$ cat src/rtl/arb_pkg.sv
// Shared helpers for the round-robin lock arbiter: index-width rule
// and the chosen-index type for the default 4-channel configuration.
package arb_pkg;

    function automatic int unsigned clog2(input int unsigned n);
        int unsigned r;
        r = 0;
        for (int unsigned p = 1; p < n; p = p << 1) begin
            r++;
        end
        return r;
    endfunction

    // Index width never drops below one bit, so N=1 still has a port.
    function automatic int unsigned cw_of(input int unsigned n);
        return (clog2(n) < 1) ? 1 : clog2(n);
    endfunction

    localparam int unsigned N_DEF  = 4;
    localparam int unsigned CW_DEF = cw_of(N_DEF);

    typedef logic [CW_DEF-1:0] chosen_t;

endpackage

$ cat src/rtl/rr_pick.sv
// Rotating-priority encoder: first requester after ptr_i, modulo N.
// Ports: req_i (N requests), ptr_i (last grant), idx_o (winner), any_o.
module rr_pick
    import arb_pkg::*;
#(
    parameter  int unsigned N  = 4,
    localparam int unsigned CW = cw_of(N)
) (
    input  logic [N-1:0]  req_i,
    input  logic [CW-1:0] ptr_i,
    output logic [CW-1:0] idx_o,
    output logic          any_o
);

    logic [CW-1:0] c;

    // Walk the ring from farthest to nearest so the nearest request
    // after ptr_i is the last assignment and therefore wins.
    always_comb begin
        idx_o = '0;
        c     = '0;
        for (int k = N; k >= 1; k--) begin
            c = CW'((int'(ptr_i) + k) % N);
            if (req_i[c]) begin
                idx_o = c;
            end
        end
        any_o = |req_i;
    end

endmodule

$ cat src/rtl/rr_lock_arbiter.sv
// N-way round-robin arbiter with packet locking and a registered output.
// Ports: io_in_* (N ready/valid beat channels), io_out_* (merged channel),
//        io_chosen (source of the registered beat), clk, reset_n.
module rr_lock_arbiter
    import arb_pkg::*;
#(
    parameter  int unsigned N  = 4,
    parameter  int unsigned W  = 8,
    localparam int unsigned CW = cw_of(N)
) (
    input  logic            clk,
    input  logic            reset_n,
    input  logic [N-1:0]    io_in_valid,
    input  logic [N*W-1:0]  io_in_bits,
    input  logic [N-1:0]    io_in_last,
    output logic [N-1:0]    io_in_ready,
    output logic            io_out_valid,
    output logic [W-1:0]    io_out_bits,
    output logic            io_out_last,
    input  logic            io_out_ready,
    output logic [CW-1:0]   io_chosen
);

    logic [CW-1:0] ptr_q, ptr_d;
    logic          locked_q, locked_d;
    logic [CW-1:0] lock_idx_q, lock_idx_d;
    logic          out_valid_q, out_valid_d;
    logic [W-1:0]  out_bits_q, out_bits_d;
    logic          out_last_q, out_last_d;
    logic [CW-1:0] chosen_q, chosen_d;

    logic [CW-1:0] pick_idx;
    logic          pick_any;
    logic [CW-1:0] sel;
    logic [W-1:0]  sel_bits;
    logic          sel_last;
    logic          sel_vld;
    logic          sel_valid;
    logic          load;
    logic          grant;
    logic          fire;

    rr_pick #(.N(N)) u_pick (
        .req_i (io_in_valid),
        .ptr_i (ptr_q),
        .idx_o (pick_idx),
        .any_o (pick_any)
    );

    always_comb begin
        sel      = locked_q ? lock_idx_q : pick_idx;
        sel_bits = '0;
        sel_last = 1'b0;
        sel_vld  = 1'b0;
        for (int i = 0; i < N; i++) begin
            if (CW'(i) == sel) begin
                sel_bits = io_in_bits[i*W +: W];
                sel_last = io_in_last[i];
                sel_vld  = io_in_valid[i];
            end
        end
        // A locked packet stalls the arbiter rather than yield mid-packet.
        sel_valid = locked_q ? sel_vld : pick_any;
        load      = !out_valid_q || io_out_ready;
        // No channel is handed a ready while reset is held.
        grant     = reset_n && load && sel_valid;
        fire      = grant && sel_vld;
        for (int i = 0; i < N; i++) begin
            io_in_ready[i] = grant && (CW'(i) == sel);
        end
    end

    always_comb begin
        ptr_d       = ptr_q;
        locked_d    = locked_q;
        lock_idx_d  = lock_idx_q;
        out_valid_d = out_valid_q;
        out_bits_d  = out_bits_q;
        out_last_d  = out_last_q;
        chosen_d    = chosen_q;
        if (fire) begin
            out_valid_d = 1'b1;
            out_bits_d  = sel_bits;
            out_last_d  = sel_last;
            chosen_d    = sel;
            if (sel_last) begin
                locked_d = 1'b0;
                ptr_d    = sel;
            end else begin
                locked_d   = 1'b1;
                lock_idx_d = sel;
            end
        end else if (io_out_ready && out_valid_q) begin
            out_valid_d = 1'b0;
        end
    end

    always_ff @(posedge clk or negedge reset_n) begin
        if (!reset_n) begin
            ptr_q       <= CW'(N - 1);
            locked_q    <= 1'b0;
            lock_idx_q  <= '0;
            out_valid_q <= 1'b0;
            out_bits_q  <= '0;
            out_last_q  <= 1'b0;
            chosen_q    <= '0;
        end else begin
            ptr_q       <= ptr_d;
            locked_q    <= locked_d;
            lock_idx_q  <= lock_idx_d;
            out_valid_q <= out_valid_d;
            out_bits_q  <= out_bits_d;
            out_last_q  <= out_last_d;
            chosen_q    <= chosen_d;
        end
    end

    assign io_out_valid = out_valid_q;
    assign io_out_bits  = out_bits_q;
    assign io_out_last  = out_last_q;
    assign io_chosen    = chosen_q;

endmodule

$ cat config.mk
export PLATFORM = sky130hd
export DESIGN_NAME = rr_lock_arbiter
export DESIGN_NICKNAME = d
export VERILOG_FILES = /design/src/rtl/arb_pkg.sv /design/src/rtl/rr_pick.sv /design/src/rtl/rr_lock_arbiter.sv
export SDC_FILE = /design/constraint.sdc
export NUM_CORES = 1
export LEC_CHECK = 0
export ABC_AREA = 1
export BUFFER_PORTS_ARGS = -buffer_cell sky130_fd_sc_hd__buf_2
export CORE_AREA = 5 5 63 65
export CTS_BUF_LIST = sky130_fd_sc_hd__clkbuf_2
export DETAILED_ROUTE_END_ITERATION = 10
export DIE_AREA = 0 0 68 70
export GPL_ROUTABILITY_DRIVEN = 1
export PLACE_DENSITY_LB_ADDON = 0.15
export SYNTH_ARGS = -nofsm -noshare
export SYNTH_HDL_FRONTEND = slang
export SYNTH_SLANG_ARGS = --single-unit
$ cat constraint.sdc
create_clock -name clk -period 3.52 [get_ports clk]
set_input_delay 0.176 -clock clk [delete_from_list [all_inputs] [get_ports clk]]
set_output_delay 0.176 -clock clk [all_outputs]
set_load 0.03 [all_outputs]
# ---- After elaboration in Yosys (flattened, before gate mapping)
# Index checks and enable logic that the tools add are counted.
dict set report op_classes {
  add_sub_neg 4
  n_lt_le_gt_ge 4
  eq_ne 3
  mux 29
  bitwise 1
  n_reduce_logical 15
}
# op count
set ops {}
lappend ops {{$mux 8} 4}
lappend ops {{$mux 1} 16}
lappend ops {{$lt 2x3->1 const B} 4}
lappend ops {{$mux 2} 5}
lappend ops {{$bmux 1 s2} 4}
lappend ops {{$logic_and 1x1->1} 8}
lappend ops {{$add 2x1->2 const B} 2}
lappend ops {{$add 2x2->2 const B} 2}
lappend ops {{$eq 2x2->1 const A} 2}
lappend ops {{$reduce_and 2->1} 2}
lappend ops {{$reduce_or 4->1} 1}
lappend ops {{$eq 1x2->1 const A} 1}
lappend ops {{$logic_not 2->1} 1}
lappend ops {{$reduce_bool 2->1} 1}
lappend ops {{$logic_not 1->1} 1}
lappend ops {{$logic_or 1x1->1} 1}
lappend ops {{$not 1->1} 1}
dict set report word_totals {
  regBits 17
  input_bits 43
  elab_cells 63
}

# ---- Logic depth before layout (Yosys ltp)
dict set report logic_depth {
  depth_word 17
  mapped_depth 18
  mapped_depth_nobuf 17
}

# ---- Cells and area by module
# Synthesis repeated with hierarchy kept, for this count alone.
dict set report hier_totals {
  cells_unflattened 209
  hier_area_um2 1407.6
}
# mod n_inst cells_each area_per_inst_um2
set by_module_without_submodules {}
lappend by_module_without_submodules {rr_lock_arbiter 1 158 1141.1}
lappend by_module_without_submodules {rr_pick 1 51 266.5}

# ---- Worst setup path after synthesis
# Ideal clock, no wire load.
dict set report synth_timing {
  kind {flip-flop to output port}
  start {register ptr_q[0]}
  end {output port io_in_ready[0]}
  arrival_time_ns 2.223
  t_required_ns 3.344
  setup_slack_ns 1.121
  stages_incl_launch_ff 17
  path_cell_list {dfstp_2 -> buf_6 -> inv_6 -> nand2_1 -> nand2_2 -> nand2_1 -> nand2_1 -> nand2_1 -> nand3_1 -> nand3_2 -> nand2_4 -> nor2_8 -> nand2_1 -> nand2_4 -> nand2_4 -> buf_6 -> nor3_2}
}
dict set report synth_via {
  elab_chain_len 16
  word_cells_on_any_way 28
  cone_classes {4 x add/sub; 3 x eq/ne; 18 x mux; 3 x reduce/logical}
}
# element line_no
set synth_lines {}
lappend synth_lines {{from (decl)} rr_lock_arbiter.sv:24} ;# logic [CW-1:0] ptr_q, ptr_d;
lappend synth_lines {{from (signal assigned)} rr_lock_arbiter.sv:100} ;# ptr_q <= CW'(N - 1);
lappend synth_lines {{from (signal assigned)} rr_lock_arbiter.sv:108} ;# ptr_q <= ptr_d;
lappend synth_lines {{$add 2x1->2} rr_pick.sv:23} ;# c = CW'((int'(ptr_i) + k) % N);
lappend synth_lines {{$bmux 1 s2} rr_pick.sv:24} ;# if (req_i[c]) begin
lappend synth_lines {{$mux 1 (implied by the code)} rr_pick.sv:24}
lappend synth_lines {{$mux 2 (3 in a row)} rr_pick.sv:24}
lappend synth_lines {{$mux 2 *} rr_pick.sv:24}
lappend synth_lines {{$mux 2 *} rr_lock_arbiter.sv:51} ;# sel = locked_q ? lock_idx_q : pick_idx;
lappend synth_lines {{$logic_not 2->1} {rr_lock_arbiter.sv:56, rr_lock_arbiter.sv:69}}
lappend synth_lines {{$mux 1 (4 in a row)} rr_lock_arbiter.sv:56} ;# if (CW'(i) == sel) begin
lappend synth_lines {{$mux 1} rr_lock_arbiter.sv:63} ;# sel_valid = locked_q ? sel_vld : pick_any;
lappend synth_lines {{$logic_and 1x1->1} rr_lock_arbiter.sv:66} ;# grant = reset_n && load && sel_valid;
lappend synth_lines {{$logic_and 1x1->1 *} rr_lock_arbiter.sv:69} ;# io_in_ready[i] = grant && (CW'(i) == sel);
lappend synth_lines {{to (decl)} rr_lock_arbiter.sv:16} ;# output logic [N-1:0] io_in_ready,
# Mark *: on every way between the ends. The rest lies on a longest branch, timed or not. The select of a mux whose other input is x is not followed.

# ---- Worst setup path after layout
dict set report layout_timing {
  start {register ptr_q[0]}
  end {output port io_in_ready[3]}
}
dict set report layout_via {
  elab_chain_len 16
  word_cells_on_any_way 28
  cone_classes {4 x add/sub; 3 x eq/ne; 18 x mux; 3 x reduce/logical}
}
# element line_no
set layout_lines {}
lappend layout_lines {{$add 2x1->2} rr_pick.sv:23}
lappend layout_lines {{$bmux 1 s2} rr_pick.sv:24}
lappend layout_lines {{$mux 1 (implied by the code)} rr_pick.sv:24}
lappend layout_lines {{$mux 2 (3 in a row)} rr_pick.sv:24}
lappend layout_lines {{$mux 2 *} rr_pick.sv:24}
lappend layout_lines {{$mux 2 *} rr_lock_arbiter.sv:51}
lappend layout_lines {{$logic_not 2->1} rr_lock_arbiter.sv:56}
lappend layout_lines {{$mux 1 (4 in a row)} rr_lock_arbiter.sv:56}
lappend layout_lines {{$mux 1} rr_lock_arbiter.sv:63}
lappend layout_lines {{$logic_and 1x1->1} rr_lock_arbiter.sv:66}
lappend layout_lines {{$logic_and 1x1->1 *} rr_lock_arbiter.sv:69}
# Marked as above.

==> results.txt <==
Tmin final = 2976 ps
Buf/Inv on CP = 2
Sequential area share after synthesis = 0.3298
Post-Route WL = 3.499 mm
GPL Wtd Cong = 0.8000
Worst Reg-to-Reg Cells = 12
Post-DR wirelength/cell = 12.02 microns
Vias in the first global route = 1346
Rows = 21
Startpoint types = flip-flop
Layout cells sized above 1 = 0.3347
DP HPWL = 2.860 mm
CP cell instances = inv_6, nand2_1, nand2_1, nand2_1, nand2_1, nand2_1, nand3_1, nand3_2, nand2_4, nor2_8, nand2_1, nand2_4, nand2_4, nor3_2, buf_2
Worst Hold Class = in -> reg
Nets = 289
Unrepaired setup endpoints after global routing = no
Commonest non-fill, non-tap cell in the layout = nand2_1
Antenna cells = 0
Post-synthesis area per instance = 6.902 sq um
Clock Skew = 1.215 ps
Initial DRC count = 73
CTS buffer count = 3
Final TNS setup = 0 ps
Placed cells = 286
Multi-input logic area = 755.7 sq um
Status = finished clean
Worst slew margin = 0.6885
Root buffer cell = clkbuf_2
CP arrival = 2800 ps
Critical path endpoint category = primary output
Area Overhead vs Synth = 25.36%
Post-synth cell types = 23
H-tree Lvls = 1
Most frequent CP cell = nand2_1
I/O Buffers = 58
Die height = 70 microns
Final std cells w/o fill = 291
Slowest stage delay, CP = 690 ps
Sink Count = 17
Cells after synthesis = 188
Worst-path clk slew = 150 ps
Clk Latency, worst-skew pair = 280 ps
CP max-delay cell = dfstp_2
Pre-antenna DRT Iters = 4
Fmax = 336.0 MHz
DIE AREA = 4760 sq um
Vias = 1408
CTS Buffer Depth = 2
Hold_ws = 74.82 ps
Die extent in x = 68 microns
Final setup vio count = 0
Maxcap violations = 0
Lkg Pwr = 0.9118 nW
Final period util = 0.8456
Max VDD drop = 625.4 uV
Initial Util = 0.3950
Measured slew at the worst slew-check pin = 465.5 ps
CP Max Fanout = 27
Worst path required time = 3340 ps
Most frequent cells in the layout = 68 x nand2_1, 58 x buf_2, 35 x nand3_1
Filler cells = 353
Power Density = 1142 nW/um^2
Post-Syn Area = 1297 sq um
Post-route ant nets = 0
Vias per cell = 4.838
Global-route wire length before repair = 5.775 mm
Slew Viols, Final = 0
Largest net degree at the start of global routing = 28
Hold depth = 2
CP Class = reg -> out
Final Hold Vio Count = 0
IO Count = 59
Synthesized flop and latch total = 17
Syn_nets = 231
Grt ovf = 0
Core area = 3284 sq um
Synth Warn # = 0
Area taken by flip-flops and latches = 427.9 sq um
Gr usage total = 0.1503
Largest delay share family, worst path = simple AND/OR/NAND/NOR gates
Drt drc = 0
Initial antenna violation count = 0
CTS tree = built
Levels on crit path = 15
[cells by family (layout without fill, tap and decap cells)]
family,count (synthesis),in the layout,synth area share
buf+inv,21,78,0.08775
simple gates,125,125,0.4725
flops,17,17,0.3298
compound gates,25,25,0.1099
[per-layer routing]
metal	part of all wire	track usage	up-vias	wire length, microns
met3	0.062	0.01603	2	217
met5	0	0	-	0
met4	0.0077	0.04636	0	27
met1	0.50	0.2250	617	1750
met2	0.43	0.2227	47	1503
li1	-	-	742	-
[final timing paths]
kind,start,endpoint,slack [ps]
max reg2reg,ptr_q[0],io_out_bits[6],1030
min,io_out_ready,io_out_valid,70
min reg2reg,io_chosen[0],io_chosen[0],490
min in group asynchronous,reset_n,io_out_valid,320
max,ptr_q[0],io_in_ready[3],540
max in group asynchronous,reset_n,ptr_q[0],2890
[synthesized netlist by cell type, drive strengths merged]
| master | count | share of area |
|---|---|---|
| or2 | 1 | 0.0048 |
| dfrtp | 15 | 0.29 |
| nand2 | 73 | 0.24 |
| nor3 | 4 | 0.031 |
| nor2 | 4 | 0.024 |
| dfstp | 2 | 0.041 |
| nand4 | 7 | 0.034 |
| o21ai | 12 | 0.055 |
| buf | 7 | 0.043 |
| nand3 | 36 | 0.14 |
| inv | 14 | 0.044 |
| a21oi | 12 | 0.049 |
| o21a | 1 | 0.0058 |
[sequential cells by signal (all words and copies together), names as in the netlist]
register / cells
ptr_q: 2
io_out_bits: 8
lock_idx_q: 2
locked_q: 1
io_chosen: 2
io_out_valid: 1
io_out_last: 1
[worst reg2reg max path, cell delays in order, from the launching register on]
cell     delay (ps)
dfstp_2         690
nand2_1          90
nand2_1         120
nand2_1          90
a21oi_1         120
nand2_1          90
a21oi_2         380
buf_4           250
nor2_1          140
nand2_1         100
nand3_1          80
a21oi_1         200
o21ai_2          70
[what timing repair did]
| item | CTS | global route |
|---|---|---|
| setup buffers | 0 | 0 |
| hold endpoints to repair | 15 | 0 |
| hold buffers | 1 | 0 |
| resized for setup | 0 | 0 |
[layout make-up]
type	count	area share
clock inverter	1	0.003077
tap	46	0.03538
sequential	17	0.2631
clock buffer	3	0.009231
multi-input combinational	150	0.4646
timing repair buffer	60	0.1892
inverter	14	0.03538
[report_power, final]
group          switching (mW)  internal [mW]
logic                   0.985          0.422
registers              0.0682          0.298
clock network          0.0576         0.0257
[metrics by stage]
step | setup slack (ps) | total power, mW | util | area [sq um]
finish | 543.5 | 1.857 | 0.4952 | 1627
global route | 281.7 | 2.063 | 0.4952 | 1627
detailed placement | 883.3 | 1.786 | 0.4861 | 1597
floorplan | 1121 | 1.519 | - | 1297
global placement | 907.5 | 1.777 | 0.4861 | 1597
CTS | 521.0 | 1.875 | 0.4952 | 1627
Power figures use the tool's default switching activity.
